--- src/rtl/lsu_pkg.sv ---
// Shared LSU types: state encoding, core pipeline stage constants, counter sizing.
package lsu_pkg;

   typedef enum logic [2:0] {
      LSU_IDLE       = 3'd0,
      LSU_REQUESTING = 3'd1,
      LSU_WAITING    = 3'd2,
      LSU_DONE       = 3'd3,
      LSU_ERROR      = 3'd4
   } lsu_state_e;

   localparam logic [2:0] CORE_REQUEST = 3'b011;
   localparam logic [2:0] CORE_UPDATE  = 3'b110;

   // Width able to hold 0..timeout; a disabled timeout still gets a 1-bit counter.
   function automatic int unsigned ctr_width(input int unsigned timeout);
      return (timeout == 0) ? 1 : $clog2(timeout + 1);
   endfunction

endpackage

--- src/rtl/lsu_if.sv ---
// Memory-side request/response bus of the LSU (one read channel, one write channel).
interface lsu_if #(
   parameter int unsigned ADDR_WIDTH = 8,
   parameter int unsigned DATA_WIDTH = 8
);
   logic                  mem_read_valid;
   logic [ADDR_WIDTH-1:0] mem_read_address;
   logic                  mem_read_ready;
   logic [DATA_WIDTH-1:0] mem_read_data;
   logic                  mem_write_valid;
   logic [ADDR_WIDTH-1:0] mem_write_address;
   logic [DATA_WIDTH-1:0] mem_write_data;
   logic                  mem_write_ready;

   modport master (
      output mem_read_valid, mem_read_address,
      input  mem_read_ready, mem_read_data,
      output mem_write_valid, mem_write_address, mem_write_data,
      input  mem_write_ready
   );

   modport slave (
      input  mem_read_valid, mem_read_address,
      output mem_read_ready, mem_read_data,
      input  mem_write_valid, mem_write_address, mem_write_data,
      output mem_write_ready
   );
endinterface

--- src/rtl/lsu_timeout_ctr.sv ---
// Saturating wait-cycle counter; expired_c flags that the next unanswered cycle hits TIMEOUT.
module lsu_timeout_ctr
   import lsu_pkg::*;
#(
   parameter int unsigned TIMEOUT = 64
) (
   input  logic clk,
   input  logic reset,
   input  logic clear,
   input  logic count_en,
   output logic expired_c
);
   localparam int unsigned CW = ctr_width(TIMEOUT);
   localparam logic [CW-1:0] CNT_MAX  = '1;
   localparam logic [CW-1:0] CNT_LAST = CW'((TIMEOUT == 0) ? 0 : TIMEOUT - 1);

   logic [CW-1:0] count_q;

   // Count unanswered waiting cycles, never wrapping.
   always_ff @(posedge clk) begin
      if (reset)
         count_q <= '0;
      else if (clear)
         count_q <= '0;
      else if (count_en && (count_q != CNT_MAX))
         count_q <= count_q + CW'(1);
   end

   // The current cycle is the TIMEOUT-th one without a ready.
   always_comb begin
      expired_c = (TIMEOUT != 0) && (count_q >= CNT_LAST);
   end

endmodule

--- src/rtl/lsu_param.sv ---
// Load/store unit: one memory op per request, with timeout and illegal-op error reporting.
module lsu_param
   import lsu_pkg::*;
#(
   parameter int unsigned ADDR_WIDTH    = 8,
   parameter int unsigned DATA_WIDTH    = 8,
   parameter int unsigned TIMEOUT       = 64,
   parameter logic [2:0]  REQUEST_STATE = CORE_REQUEST,
   parameter logic [2:0]  UPDATE_STATE  = CORE_UPDATE
) (
   input  logic                  clk,
   input  logic                  reset,
   input  logic                  enable,
   input  logic [2:0]            core_state,
   input  logic                  decoded_mem_read_enable,
   input  logic                  decoded_mem_write_enable,
   input  logic [DATA_WIDTH-1:0] rs,
   input  logic [DATA_WIDTH-1:0] rt,
   lsu_if.master                 mem,
   output logic [2:0]            lsu_state,
   output logic [DATA_WIDTH-1:0] lsu_out,
   output logic                  lsu_error
);
   lsu_state_e            state_q, state_d;
   logic                  op_read_q, op_read_d;
   logic [ADDR_WIDTH-1:0] addr_q, addr_d;
   logic [DATA_WIDTH-1:0] data_q, data_d;
   logic                  rd_valid_q, rd_valid_d;
   logic [ADDR_WIDTH-1:0] rd_addr_q, rd_addr_d;
   logic                  wr_valid_q, wr_valid_d;
   logic [ADDR_WIDTH-1:0] wr_addr_q, wr_addr_d;
   logic [DATA_WIDTH-1:0] wr_data_q, wr_data_d;
   logic [DATA_WIDTH-1:0] out_d;
   logic                  error_d;
   logic                  ctr_clear, ctr_en, expired_c;
   logic                  op_ready_c;

   lsu_timeout_ctr #(.TIMEOUT(TIMEOUT)) u_timeout_ctr (
      .clk       (clk),
      .reset     (reset),
      .clear     (ctr_clear),
      .count_en  (ctr_en),
      .expired_c (expired_c)
   );

   // Next-state and next-output logic; every register holds unless enabled and updated.
   always_comb begin
      state_d    = state_q;
      op_read_d  = op_read_q;
      addr_d     = addr_q;
      data_d     = data_q;
      rd_valid_d = rd_valid_q;
      rd_addr_d  = rd_addr_q;
      wr_valid_d = wr_valid_q;
      wr_addr_d  = wr_addr_q;
      wr_data_d  = wr_data_q;
      out_d      = lsu_out;
      ctr_clear  = 1'b0;
      ctr_en     = 1'b0;
      op_ready_c = op_read_q ? mem.mem_read_ready : mem.mem_write_ready;
      if (enable) begin
         case (state_q)
            LSU_IDLE: begin
               if (core_state == REQUEST_STATE) begin
                  if (decoded_mem_read_enable && decoded_mem_write_enable) begin
                     state_d = LSU_ERROR;
                  end else if (decoded_mem_read_enable || decoded_mem_write_enable) begin
                     op_read_d = decoded_mem_read_enable;
                     addr_d    = ADDR_WIDTH'(rs);
                     data_d    = rt;
                     state_d   = LSU_REQUESTING;
                  end
               end
            end
            LSU_REQUESTING: begin
               ctr_clear = 1'b1;
               if (op_read_q) begin
                  rd_valid_d = 1'b1;
                  rd_addr_d  = addr_q;
               end else begin
                  wr_valid_d = 1'b1;
                  wr_addr_d  = addr_q;
                  wr_data_d  = data_q;
               end
               state_d = LSU_WAITING;
            end
            LSU_WAITING: begin
               if (op_ready_c) begin
                  rd_valid_d = 1'b0;
                  wr_valid_d = 1'b0;
                  if (op_read_q)
                     out_d = mem.mem_read_data;
                  state_d = LSU_DONE;
               end else begin
                  ctr_en = 1'b1;
                  if (expired_c) begin
                     rd_valid_d = 1'b0;
                     wr_valid_d = 1'b0;
                     state_d    = LSU_ERROR;
                  end
               end
            end
            LSU_DONE, LSU_ERROR: begin
               if (core_state == UPDATE_STATE)
                  state_d = LSU_IDLE;
            end
            default: begin
               rd_valid_d = 1'b0;
               wr_valid_d = 1'b0;
               state_d    = LSU_IDLE;
            end
         endcase
      end
      error_d = (state_d == LSU_ERROR);
   end

   // State and output registers; reset aborts any in-flight op.
   always_ff @(posedge clk) begin
      if (reset) begin
         state_q    <= LSU_IDLE;
         op_read_q  <= 1'b0;
         addr_q     <= '0;
         data_q     <= '0;
         rd_valid_q <= 1'b0;
         rd_addr_q  <= '0;
         wr_valid_q <= 1'b0;
         wr_addr_q  <= '0;
         wr_data_q  <= '0;
         lsu_out    <= '0;
         lsu_error  <= 1'b0;
      end else begin
         state_q    <= state_d;
         op_read_q  <= op_read_d;
         addr_q     <= addr_d;
         data_q     <= data_d;
         rd_valid_q <= rd_valid_d;
         rd_addr_q  <= rd_addr_d;
         wr_valid_q <= wr_valid_d;
         wr_addr_q  <= wr_addr_d;
         wr_data_q  <= wr_data_d;
         lsu_out    <= out_d;
         lsu_error  <= error_d;
      end
   end

   assign lsu_state             = state_q;
   assign mem.mem_read_valid    = rd_valid_q;
   assign mem.mem_read_address  = rd_addr_q;
   assign mem.mem_write_valid   = wr_valid_q;
   assign mem.mem_write_address = wr_addr_q;
   assign mem.mem_write_data    = wr_data_q;

endmodule

--- src/flat_wrapper.sv ---
// flat-port wrapper written by rule: the top's interface ports become plain ports
module lsu_param_flat import lsu_pkg::*;
#(
   parameter int unsigned ADDR_WIDTH    = 8,
   parameter int unsigned DATA_WIDTH    = 8,
   parameter int unsigned TIMEOUT       = 64,
   parameter logic [2:0]  REQUEST_STATE = CORE_REQUEST,
   parameter logic [2:0]  UPDATE_STATE  = CORE_UPDATE
)
  (clk, reset, enable, core_state, decoded_mem_read_enable, decoded_mem_write_enable, rs, rt, lsu_state, lsu_out, lsu_error, mem_mem_read_valid, mem_mem_read_address, mem_mem_read_ready, mem_mem_read_data, mem_mem_write_valid, mem_mem_write_address, mem_mem_write_data, mem_mem_write_ready);
  lsu_if #(.ADDR_WIDTH(ADDR_WIDTH), .DATA_WIDTH(DATA_WIDTH)) mem_i ();
  input  logic clk;
  input  logic reset;
  input  logic enable;
  input  logic [2:0] core_state;
  input  logic decoded_mem_read_enable;
  input  logic decoded_mem_write_enable;
  input  logic [DATA_WIDTH-1:0] rs;
  input  logic [DATA_WIDTH-1:0] rt;
  output logic [2:0] lsu_state;
  output logic [DATA_WIDTH-1:0] lsu_out;
  output logic lsu_error;
  output wire logic [$bits(mem_i.mem_read_valid)-1:0] mem_mem_read_valid;
  output wire logic [$bits(mem_i.mem_read_address)-1:0] mem_mem_read_address;
  input wire logic [$bits(mem_i.mem_read_ready)-1:0] mem_mem_read_ready;
  input wire logic [$bits(mem_i.mem_read_data)-1:0] mem_mem_read_data;
  output wire logic [$bits(mem_i.mem_write_valid)-1:0] mem_mem_write_valid;
  output wire logic [$bits(mem_i.mem_write_address)-1:0] mem_mem_write_address;
  output wire logic [$bits(mem_i.mem_write_data)-1:0] mem_mem_write_data;
  input wire logic [$bits(mem_i.mem_write_ready)-1:0] mem_mem_write_ready;
  assign mem_mem_read_valid = mem_i.mem_read_valid;
  assign mem_mem_read_address = mem_i.mem_read_address;
  assign mem_i.mem_read_ready = mem_mem_read_ready;
  assign mem_i.mem_read_data = mem_mem_read_data;
  assign mem_mem_write_valid = mem_i.mem_write_valid;
  assign mem_mem_write_address = mem_i.mem_write_address;
  assign mem_mem_write_data = mem_i.mem_write_data;
  assign mem_i.mem_write_ready = mem_mem_write_ready;
  lsu_param #(.ADDR_WIDTH(ADDR_WIDTH), .DATA_WIDTH(DATA_WIDTH), .TIMEOUT(TIMEOUT), .REQUEST_STATE(REQUEST_STATE), .UPDATE_STATE(UPDATE_STATE)) u_core (.clk(clk), .reset(reset), .enable(enable), .core_state(core_state), .decoded_mem_read_enable(decoded_mem_read_enable), .decoded_mem_write_enable(decoded_mem_write_enable), .rs(rs), .rt(rt), .mem(mem_i), .lsu_state(lsu_state), .lsu_out(lsu_out), .lsu_error(lsu_error));
endmodule
--- config.mk ---
export PLATFORM = sky130hd
export DESIGN_NAME = lsu_param_flat
export DESIGN_NICKNAME = d
export VERILOG_FILES = /design/src/rtl/lsu_pkg.sv /design/src/rtl/lsu_if.sv /design/src/rtl/lsu_timeout_ctr.sv /design/src/rtl/lsu_param.sv /design/src/flat_wrapper.sv
export SDC_FILE = /design/constraint.sdc
export NUM_CORES = 1
export LEC_CHECK = 0
export ABC_AREA = 1
export CAP_MARGIN = 30
export CELL_PAD_IN_SITES_DETAIL_PLACEMENT = 0
export CELL_PAD_IN_SITES_GLOBAL_PLACEMENT = 1
export CORE_MARGIN = 3
export CORE_UTILIZATION = 34
export DETAILED_ROUTE_END_ITERATION = 8
export PLACE_DENSITY_LB_ADDON = 0.1
export SETUP_SLACK_MARGIN = 0.4
export SYNTH_ARGS = -nofsm -noshare
export SYNTH_HDL_FRONTEND = slang
export SYNTH_SLANG_ARGS = --single-unit
--- constraint.sdc ---
create_clock -name clk -period 1.7 [get_ports clk]
set_input_delay 0.34 -clock clk [delete_from_list [all_inputs] [get_ports clk]]
set_output_delay 0.34 -clock clk [all_outputs]
set_load 0.01 [all_outputs]
==> results of run 1 <==
## per-stage QoR
step | hold WS, ns | std cells
2_1_floorplan | 0.399 | 337
3_3_place_gp | 0.436 | 510
3_5_place_dp | 0.437 | 510
4_1_cts | 0.445 | 535
5_1_grt | 0.467 | 550
6_report | 0.446 | 550
## critical path, stage by stage (launching register included)
cell     delay, ns
dfxtp_4       0.37
nor2_4        0.12
nand2_2       0.07
nor2_2        0.11
nand3_2       0.10
nor2_4        0.14
buf_12        0.15
buf_6         0.10
inv_4         0.04
nor2_2        0.09
nor2_1        0.04
## worst min path at each step
stage	startpoint	slack (ns)	depth (start not counted)	end
after floorplan	reset	0.40	1	u_core.lsu_state[1]$_SDFF_PP0_
after global placement	u_core.mem.mem_read_address[3]$_SDFFE_PP0P_	0.44	2	u_core.mem.mem_read_address[3]$_SDFFE_PP0P_
after detailed placement	u_core.mem.mem_read_address[4]$_SDFFE_PP0P_	0.44	2	u_core.mem.mem_read_address[4]$_SDFFE_PP0P_
after CTS	u_core.mem.mem_read_address[4]$_SDFFE_PP0P_	0.45	2	u_core.mem.mem_read_address[4]$_SDFFE_PP0P_
after global routing	u_core.mem.mem_read_address[6]$_SDFFE_PP0P_	0.47	2	u_core.mem.mem_read_address[6]$_SDFFE_PP0P_
final	u_core.mem.mem_read_address[2]$_SDFFE_PP0P_	0.45	2	u_core.mem.mem_read_address[2]$_SDFFE_PP0P_
## layer usage
layer | wire, um | up-vias | global-route usage [%]
li1 | - | 1310 | -
met3 | 483 | 7 | 6.74
met1 | 3210 | 1153 | 19.7
met5 | 0 | - | 0
met4 | 70 | 0 | 5.13
met2 | 3250 | 65 | 25.2
## kinds of logic (layout without fill, tap and decap cells)
| family | count (synthesis) | count (layout) | share of synthesized area [%] |
|---|---|---|---|
| fa+ha+maj | 1 | 1 | 0.490 |
| compound gates | 70 | 70 | 13.9 |
| xor+xnor | 2 | 2 | 0.686 |
| buf+inv | 37 | 153 | 7.40 |
| simple gates | 165 | 166 | 29.0 |
| flops | 62 | 62 | 48.6 |
## area by class of cell
cell class,instances,area (sq um),area share (%)
Inverter,26,125,3.12
Multi-Input combinational cell,239,1290,32.2
Sequential cell,62,1270,31.6
Tap cell,96,120,3.00
Timing Repair inverter,3,23.8,0.593
Timing Repair Buffer,108,985,24.6
Clock buffer,10,138,3.43
Clock inverter,6,61.3,1.53
## timing repair
action,4_1_cts,5_1_grt
cloned,2,3
setup buffers,7,12
hold buffers,0,0
setup endpoints to repair,97,97
hold endpoints to repair,0,0
resized for setup,85,111
pin swaps,11,27
## report_power, final
part           internal (mW)  switching [mW]  leakage (nW)
Combinational          0.147           0.125          1.06
Clock                  0.711           0.578         0.102
Sequential              1.46          0.0171         0.507
## registers in the layout (all words and copies together), names as in the netlist
signal / cells
u_core.mem.mem_write_address: 8
u_core.mem.mem_read_address: 8
u_core.mem.mem_write_valid: 1
u_core.data_q: 8
u_core.lsu_out: 8
u_core.op_read_q: 1
u_core.lsu_error: 1
u_core.lsu_state: 3
u_core.addr_q: 8
u_core.mem.mem_read_valid: 1
u_core.mem.mem_write_data: 8
u_core.u_timeout_ctr.count_q: 7
## Yosys cell counts, types with 2 or more instances
library cell and n:
buf_6 3, nand4_1 2, buf_2 2, nor2_4 3, nand2_1 44, clkbuf_1 4
a21oi_1 18, inv_2 4, dfxtp_1 62, nor3_1 2, nor2_1 96, o21ai_1 28
nor3_4 2, nand3_4 2, nand3_1 8, nand3_2 3, inv_1 19, o21ai_0 23
==> results.cfg, run 1 <==
[outcome]
status = finished clean

[final_layout]
area.growth.synth_to_final_pct = 56.9
final_nets = 484
drive_gt1_share_pct = 33.7
final_cell_mix = nor2_1, dfxtp_1, nand2_1, clkdlybuf4s50_1, buf_4
final_util_pct = 57.1
num_antenna_cells = 0
fin_area_sq_um = 4010
final_common_cell = nor2_1
fillCellCount = 686

[detailed_routing]
wl_per_cell_um = 12.8
routed_wl_um = 7020
drtIter0Drc = 76
drc_errors = 0
viasPerCell = 4.61
ant_nets = 0
num_vias = 2535
dr.pass1.iters = 5

[pwr]
total_power_mw = 3.04
p_leak_nw = 1.67
ir_drop_mv = 0.423
p_per_area_nw_per_um2 = 759

[min_path]
hp-class = reg -> reg

[placed_design]
pre_cts_ws_ns = -0.0743
portBuffers = 71
hpwl_um = 4580
placed_area_sq_um = 3460
gp_congestion = 0.816

[synth]
synth_seq_area_share_pct = 48.6
synth.distinct_cells = 30
synth_edf_count = 0
synthCells = 337
syn_nets = 372
synth_ff_type = dfxtp_1
ys.warnings.count = 0
synth-async-reset-ratio_pct = 0
yosys.area.top_type = dfxtp_1
synthTopCellsByArea = dfxtp_1, nor2_1, nand2_1
synth_seq_cells = 62
synth.cell_area_sq_um = 2550
synth_area_per_cell_sq_um = 7.58
synth_top_cell_area_share_pct = 48.6

[clock_tree]
cts_tree = built
cts_buffers = 9
clock_path_buffers = 2
htreeDepth = 3
insertion_delay_ns = 0.34
clock_sinks = 62
path_clk_slew_ns = 0.07
cts-root-buf = clkbuf_8

[critical_path]
cp.required_ns = 1.93
reg2reg_from = u_core.lsu_state[1]$_SDFF_PP0_
r2r_cells = 10
arrival_ns = 1.66
crit_end = u_core.addr_q[3]$_SDFFE_PP0P_
cp-startpoint = u_core.lsu_state[1]$_SDFF_PP0_
worst_setup_path_start_kind = flip-flop
cp-end-kind = flip-flop
path_class = reg -> reg
r2r_slack_ns = 0.27
r2r_end = u_core.addr_q[3]$_SDFFE_PP0P_
worstPathMaxFanout = 6

[floorplanning]
start_util_pct = 36.4
die_h_um = 92.7
die_width_um = 92.7
coreArea_sq_um = 7020
dieArea_sq_um = 8590
rows = 30
num_io_pins = 72

[sta]
fin_crit_ns = 1.43
worst_slack_ns = 0.271
setup_tns_ns = 0
rsz0062_at_grt = yes
finalHoldViolations = 0
fmax_mhz = 700
drv_slew = 0
finalCritPeriodShare_pct = 84.0
setup_viol = 0
slew_headroom_pct = 74.8
worst_pin_slew_ns = 0.379
skew_ns = 0.00758

[global_routing]
grt_max_degree = 51
gr-usage-all-layers_pct = 16.0
antenna_found_initial = 0
grt-ovfl-total = 0
grt_pass1_vias = 2282
grt_first_pass_wirelength_um = 10800

[flow_run]
cap_violations = 0
No activity file was read; power rests on OpenSTA's default activity.
==> run 2: changes to the inputs <==
--- a/config.mk
+++ b/config.mk
@@ -10,7 +10,7 @@
 export CELL_PAD_IN_SITES_DETAIL_PLACEMENT = 0
 export CELL_PAD_IN_SITES_GLOBAL_PLACEMENT = 1
 export CORE_MARGIN = 3
-export CORE_UTILIZATION = 34
+export CORE_UTILIZATION = 30
 export DETAILED_ROUTE_END_ITERATION = 8
 export PLACE_DENSITY_LB_ADDON = 0.1
 export SETUP_SLACK_MARGIN = 0.4
==> constraint.sdc (replaced) <==
create_clock -name clk -period 1.2 [get_ports clk]
set_input_delay 0.24 -clock clk [delete_from_list [all_inputs] [get_ports clk]]
set_output_delay 0.24 -clock clk [all_outputs]
set_load 0.01 [all_outputs]
==> run 2 against run 1 <==
Net effect: the flow now finishes with violations (setup timing); die area grew 12%; register-to-register slack lost 0.41 ns; combinational power rose by 46%; count of clock-buffer cells in the layout unchanged; routed wire length increased by 1.2%.
==> results.cfg, run 2 (same netlist as run 1, synthesis figures left out) <==
[placed_design]
placed_cells = 532
pre_cts_ws_ns = -0.508
hpwl_um = 4810
gp_congestion = 0.772
portBuffers = 71

[detailed_routing]
wl_per_cell_um = 12.5
viasPerCell = 4.46
dr.pass1.iters = 4
drtIter0Drc = 58
ant_nets = 0
drc_errors = 0
num_vias = 2527
routed_wl_um = 7100

[pwr]
ir_drop_mv = 0.447
p_leak_nw = 1.83
p_per_area_nw_per_um2 = 1010
total_power_mw = 4.40

[sta]
drv_slew = 0
worst_pin_slew_ns = 0.285
fmax_mhz = 749
hold_slack_ns = 0.438
fin_crit_ns = 1.33
worst_slack_ns = -0.134
setup_viol = 61
slew_headroom_pct = 80.9
skew_ns = 0.00989
finalHoldViolations = 0
finalCritPeriodShare_pct = 111
rsz0062_at_grt = yes

[floorplanning]
num_io_pins = 72
die_width_um = 98.3
coreArea_sq_um = 8260
dieArea_sq_um = 9660
start_util_pct = 30.9
die_h_um = 98.3
rows = 33

[clock_tree]
clock_path_buffers = 2
cts_tree = built
clock_sinks = 62
postCtsHoldBufs = 0
path_clk_slew_ns = 0.08
htreeDepth = 3
insertion_delay_ns = 0.34
cts_buffers = 9
cts-root-buf = clkbuf_8

[critical_path]
path_class = reg -> reg
arrival_ns = 1.57
cp-end-kind = flip-flop
worst_setup_path_start_kind = flip-flop
worstPathMaxFanout = 6
cp.required_ns = 1.44

[final_layout]
final_common_cell = nor2_1
final_cells = 566
drive_gt1_share_pct = 47.1
num_antenna_cells = 0
final_util_pct = 52.6
area.growth.synth_to_final_pct = 70.0
final_cell_mix = nor2_1, buf_6, dfxtp_2, nand2_1, clkdlybuf4s50_1
final_nets = 491

[global_routing]
grt_max_degree = 28
grt-ovfl-total = 0
grt_first_pass_wirelength_um = 11900
gr-usage-all-layers_pct = 15.4
grt_pass1_vias = 2482
antenna_found_initial = 0

[flow_run]
cap_violations = 0

[outcome]
violations = setup timing
status = complete, but fails checks

[min_path]
hp-class = in -> reg
-- run 2: changes by cell type in the layout (fill, tap and decap cells not counted), moves of 6 or more --
| cell | before | now |
|---|---|---|
| clkdlybuf4s15_1 | 13 | 0 |
| clkbuf_2 | 21 | 0 |
| dfxtp_2 | 5 | 38 |
| buf_6 | 7 | 50 |
| o21ai_1 | 20 | 30 |
| dfxtp_1 | 52 | 20 |
| buf_4 | 24 | 30 |
| o21ai_0 | 12 | 0 |
-- run 2: report_power, final --
part | total (mW) | internal, mW | switching [mW]
clock network | 1.90 | 1.03 | 0.875
registers | 2.10 | 2.08 | 0.0255
logic | 0.397 | 0.222 | 0.175
-- run 2: area by class of cell --
cell class,count,area [sq um]
inverter,26,120
fill,827,3920
clock buffer,10,138
tap,105,131
clock inverter,6,68.8
timing repair buffer,119,1260
multi-input combinational,238,1320
sequential,62,1300
-- run 2: metal layers --
| layer | wire, um | part of all wire [%] | vias up | global-route usage [%] |
|---|---|---|---|---|
| met4 | 102 | 1.4 | 0 | 6.93 |
| met1 | 3340 | 47 | 1142 | 19.8 |
| met3 | 344 | 4.8 | 9 | 4.21 |
| met5 | 0 | 0 | - | 0 |
| li1 | - | - | 1324 | - |
| met2 | 3320 | 47 | 52 | 24.3 |
-- run 2: critical path: stages, from the launching register on --
cell,delay (ns)
dfxtp_4,0.39
nor3_4,0.22
buf_6,0.14
nand3_4,0.14
buf_16,0.18
o21ai_1,0.12
nor2_1,0.05
-- run 2: through the flow --
stage	setup TNS (ns)	area, sq um
floorplan	-3.42	2610
global placement	-24.26	3640
detailed placement	-24.54	3640
CTS	-6.11	4160
global route	-11.10	4340
finish	-5.47	4340
-- run 2: path summary, 6_finish.rpt --
kind	slack, ns	cells past startpoint	startpoint	to
min	0.44	4	enable	u_core.lsu_state[0]$_SDFF_PP0_
max reg2reg	-0.13	6	u_core.lsu_state[1]$_SDFF_PP0_	u_core.mem.mem_write_address[0]$_SDFFE_PP0P_
min reg2reg	0.45	2	u_core.mem.mem_read_address[6]$_SDFFE_PP0P_	u_core.mem.mem_read_address[6]$_SDFFE_PP0P_
max	-0.13	6	u_core.lsu_state[1]$_SDFF_PP0_	u_core.mem.mem_write_address[0]$_SDFFE_PP0P_
-- run 2: timing repair --
item / CTS / global route
setup buffers: 7 / 9
pin swaps: 13 / 19
endpoints found under the hold margin: 0 / 0
cloned: 2 / 0
resized for setup: 269 / 46
setup endpoints to repair: 100 / 100
==> run 3: changes to the inputs <==
--- a/config.mk
+++ b/config.mk
@@ -7,13 +7,12 @@
 export LEC_CHECK = 0
 export ABC_AREA = 1
 export CAP_MARGIN = 30
-export CELL_PAD_IN_SITES_DETAIL_PLACEMENT = 0
-export CELL_PAD_IN_SITES_GLOBAL_PLACEMENT = 1
 export CORE_MARGIN = 3
-export CORE_UTILIZATION = 30
+export CORE_UTILIZATION = 43
 export DETAILED_ROUTE_END_ITERATION = 8
 export PLACE_DENSITY_LB_ADDON = 0.1
-export SETUP_SLACK_MARGIN = 0.4
+export SETUP_SLACK_MARGIN = 0.05
+export SLEW_MARGIN = 25
 export SYNTH_ARGS = -nofsm -noshare
 export SYNTH_HDL_FRONTEND = slang
 export SYNTH_SLANG_ARGS = --single-unit
==> run 3 against run 2 <==
Net effect: the run still ends with setup timing left; maximum frequency decreased by 5.4%; non-clock buffer count down 5; via count increased by 7.3%; hold slack improved by 0.011 ns; combinational power increased by 7.3%; highest routed layer unchanged.
==> results.cfg, run 3 (same netlist as run 1, synthesis figures left out) <==
[detailed_routing]
wl_per_cell_um = 15.1
routed_wl_um = 7990
ant_nets = 0
num_vias = 2712
dr.pass1.iters = 4
drtIter0Drc = 178
drc_errors = 0
viasPerCell = 5.13

[final_layout]
area.growth.synth_to_final_pct = 64.6
final_common_cell = nor2_1
num_antenna_cells = 0
final_util_pct = 74.5
final_nets = 487
drive_gt1_share_pct = 51.2
final_cell_mix = nor2_1, o21ai_2, clkdlybuf4s50_1, dfxtp_2, dfxtp_1
fillCellCount = 432

[clock_tree]
htreeDepth = 3
cts_tree = built
cts-root-buf = clkbuf_8
insertion_delay_ns = 0.34
path_clk_slew_ns = 0.08
clock_sinks = 62
clock_path_buffers = 2
cts_buffers = 9
postCtsHoldBufs = 0

[pwr]
p_leak_nw = 1.79
p_int_mw = 3.59
switchingPower_mw = 1.07
swShare_pct = 23.0
ir_drop_mv = 0.866
power_frac_seq_pct = 45.2
clkPwrFrac_pct = 45.6
combPwrFrac_pct = 9.1
p_per_area_nw_per_um2 = 1110

[min_path]
holdPathStages = 2
hp-class = reg -> reg
holdPathEnd = u_core.mem.mem_read_address[6]$_SDFFE_PP0P_
min-delay-start = u_core.mem.mem_read_address[6]$_SDFFE_PP0P_

[global_routing]
antenna_found_initial = 0
grt_max_degree = 43
gr-usage-all-layers_pct = 22.5
grt_first_pass_wirelength_um = 12700
grt-ovfl-total = 0
grt_pass1_vias = 2677

[floorplanning]
dieArea_sq_um = 6900
num_io_pins = 72
start_util_pct = 45.3
die_h_um = 83.1
coreArea_sq_um = 5640
die_width_um = 83.1
rows = 27

[sta]
rsz0062_at_grt = yes
fmax_mhz = 709
worst_slack_ns = -0.210
drv_slew = 0
setup_viol = 56
setup_tns_ns = -6.76
finalCritPeriodShare_pct = 117
skew_ns = 0.00953
finalHoldViolations = 0
fin_crit_ns = 1.41
worst_pin_slew_ns = 0.278
slew_headroom_pct = 81.4
hold_slack_ns = 0.450

[outcome]
status = complete, but fails checks
violations = setup timing

[critical_path]
reg2reg_from = u_core.lsu_state[0]$_SDFF_PP0_
worstPathMaxFanout = 3
cp.required_ns = 1.48
cp-end-kind = flip-flop
worst_setup_path_start_kind = flip-flop
r2r_slack_ns = -0.21
path_class = reg -> reg
arrival_ns = 1.69
r2r_end = u_core.lsu_error$_SDFF_PP0_
r2r_cells = 10

[flow_run]
cap_violations = 0

[placed_design]
gp_congestion = 0.893
portBuffers = 71
hpwl_um = 4790
-- run 3: worst max path at each step --
stage	startpoint	to	slack, ns	cells past startpoint
after detailed placement	core_state[1]	u_core.data_q[4]$_SDFFE_PP0P_	-0.50	8
after CTS	u_core.lsu_state[0]$_SDFF_PP0_	u_core.op_read_q$_SDFFE_PP0P_	-0.14	8
after global routing	u_core.lsu_state[0]$_SDFF_PP0_	u_core.lsu_error$_SDFF_PP0_	-0.27	10
after global placement	core_state[1]	u_core.op_read_q$_SDFFE_PP0P_	-0.44	8
final	u_core.lsu_state[0]$_SDFF_PP0_	u_core.lsu_error$_SDFF_PP0_	-0.21	10
after floorplan	u_core.lsu_state[0]$_SDFF_PP0_	u_core.addr_q[7]$_SDFFE_PP0P_	-0.15	9
-- run 3: critical path, stage by stage (launching register included) --
cell and delay, ns:
dfxtp_4 0.37, buf_4 0.15, nand2_2 0.06, nor2_2 0.05
nand2_1 0.09, nand2_2 0.07, inv_2 0.05, nand2_1 0.08
a21oi_2 0.23, nand3_2 0.10, nor2_1 0.10
-- run 3: layout make-up --
class                      instances  area, sq um  area share, %
clock inverter                     5         80.1           1.91
clock buffer                      11          151           3.60
inverter                          26          120           2.86
tap                               72         90.1           2.14
multi-input combinational        239         1460           34.8
sequential                        62         1290           30.7
timing repair buffer             114         1010           24.0
-- run 3: stage by stage --
step,power (mW),setup slack [ns],area [sq um],instances
CTS,4.65,-0.143,4170,527
finish,4.66,-0.210,4200,529
global route,4.83,-0.269,4200,529
global placement,2.49,-0.437,3570,501
floorplan,2.29,-0.153,2600,337
detailed placement,2.49,-0.496,3570,501
-- run 3: per-layer routing --
layer | GRT usage [%] | wire length, um
met5 | 0 | 0
met4 | 7.13 | 193
met3 | 5.26 | 382
met2 | 37.3 | 3910
met1 | 28.9 | 3500
-- run 3: timing repair --
item                                    CTS  global route
cloned                                    2             0
endpoints found under the setup margin  100            89
setup buffers                             8             2
pin swaps                                27            23
gates resized for setup                 232            70
-- run 3: power groups by stage --
stage	combinational [mW]	clock [mW]	sequential, mW
2_1_floorplan	0.139	0	2.15
3_3_place_gp	0.345	0	2.15
3_5_place_dp	0.347	0	2.15
4_1_cts	0.401	2.15	2.10
5_1_grt	0.453	2.27	2.11
6_report	0.426	2.12	2.11
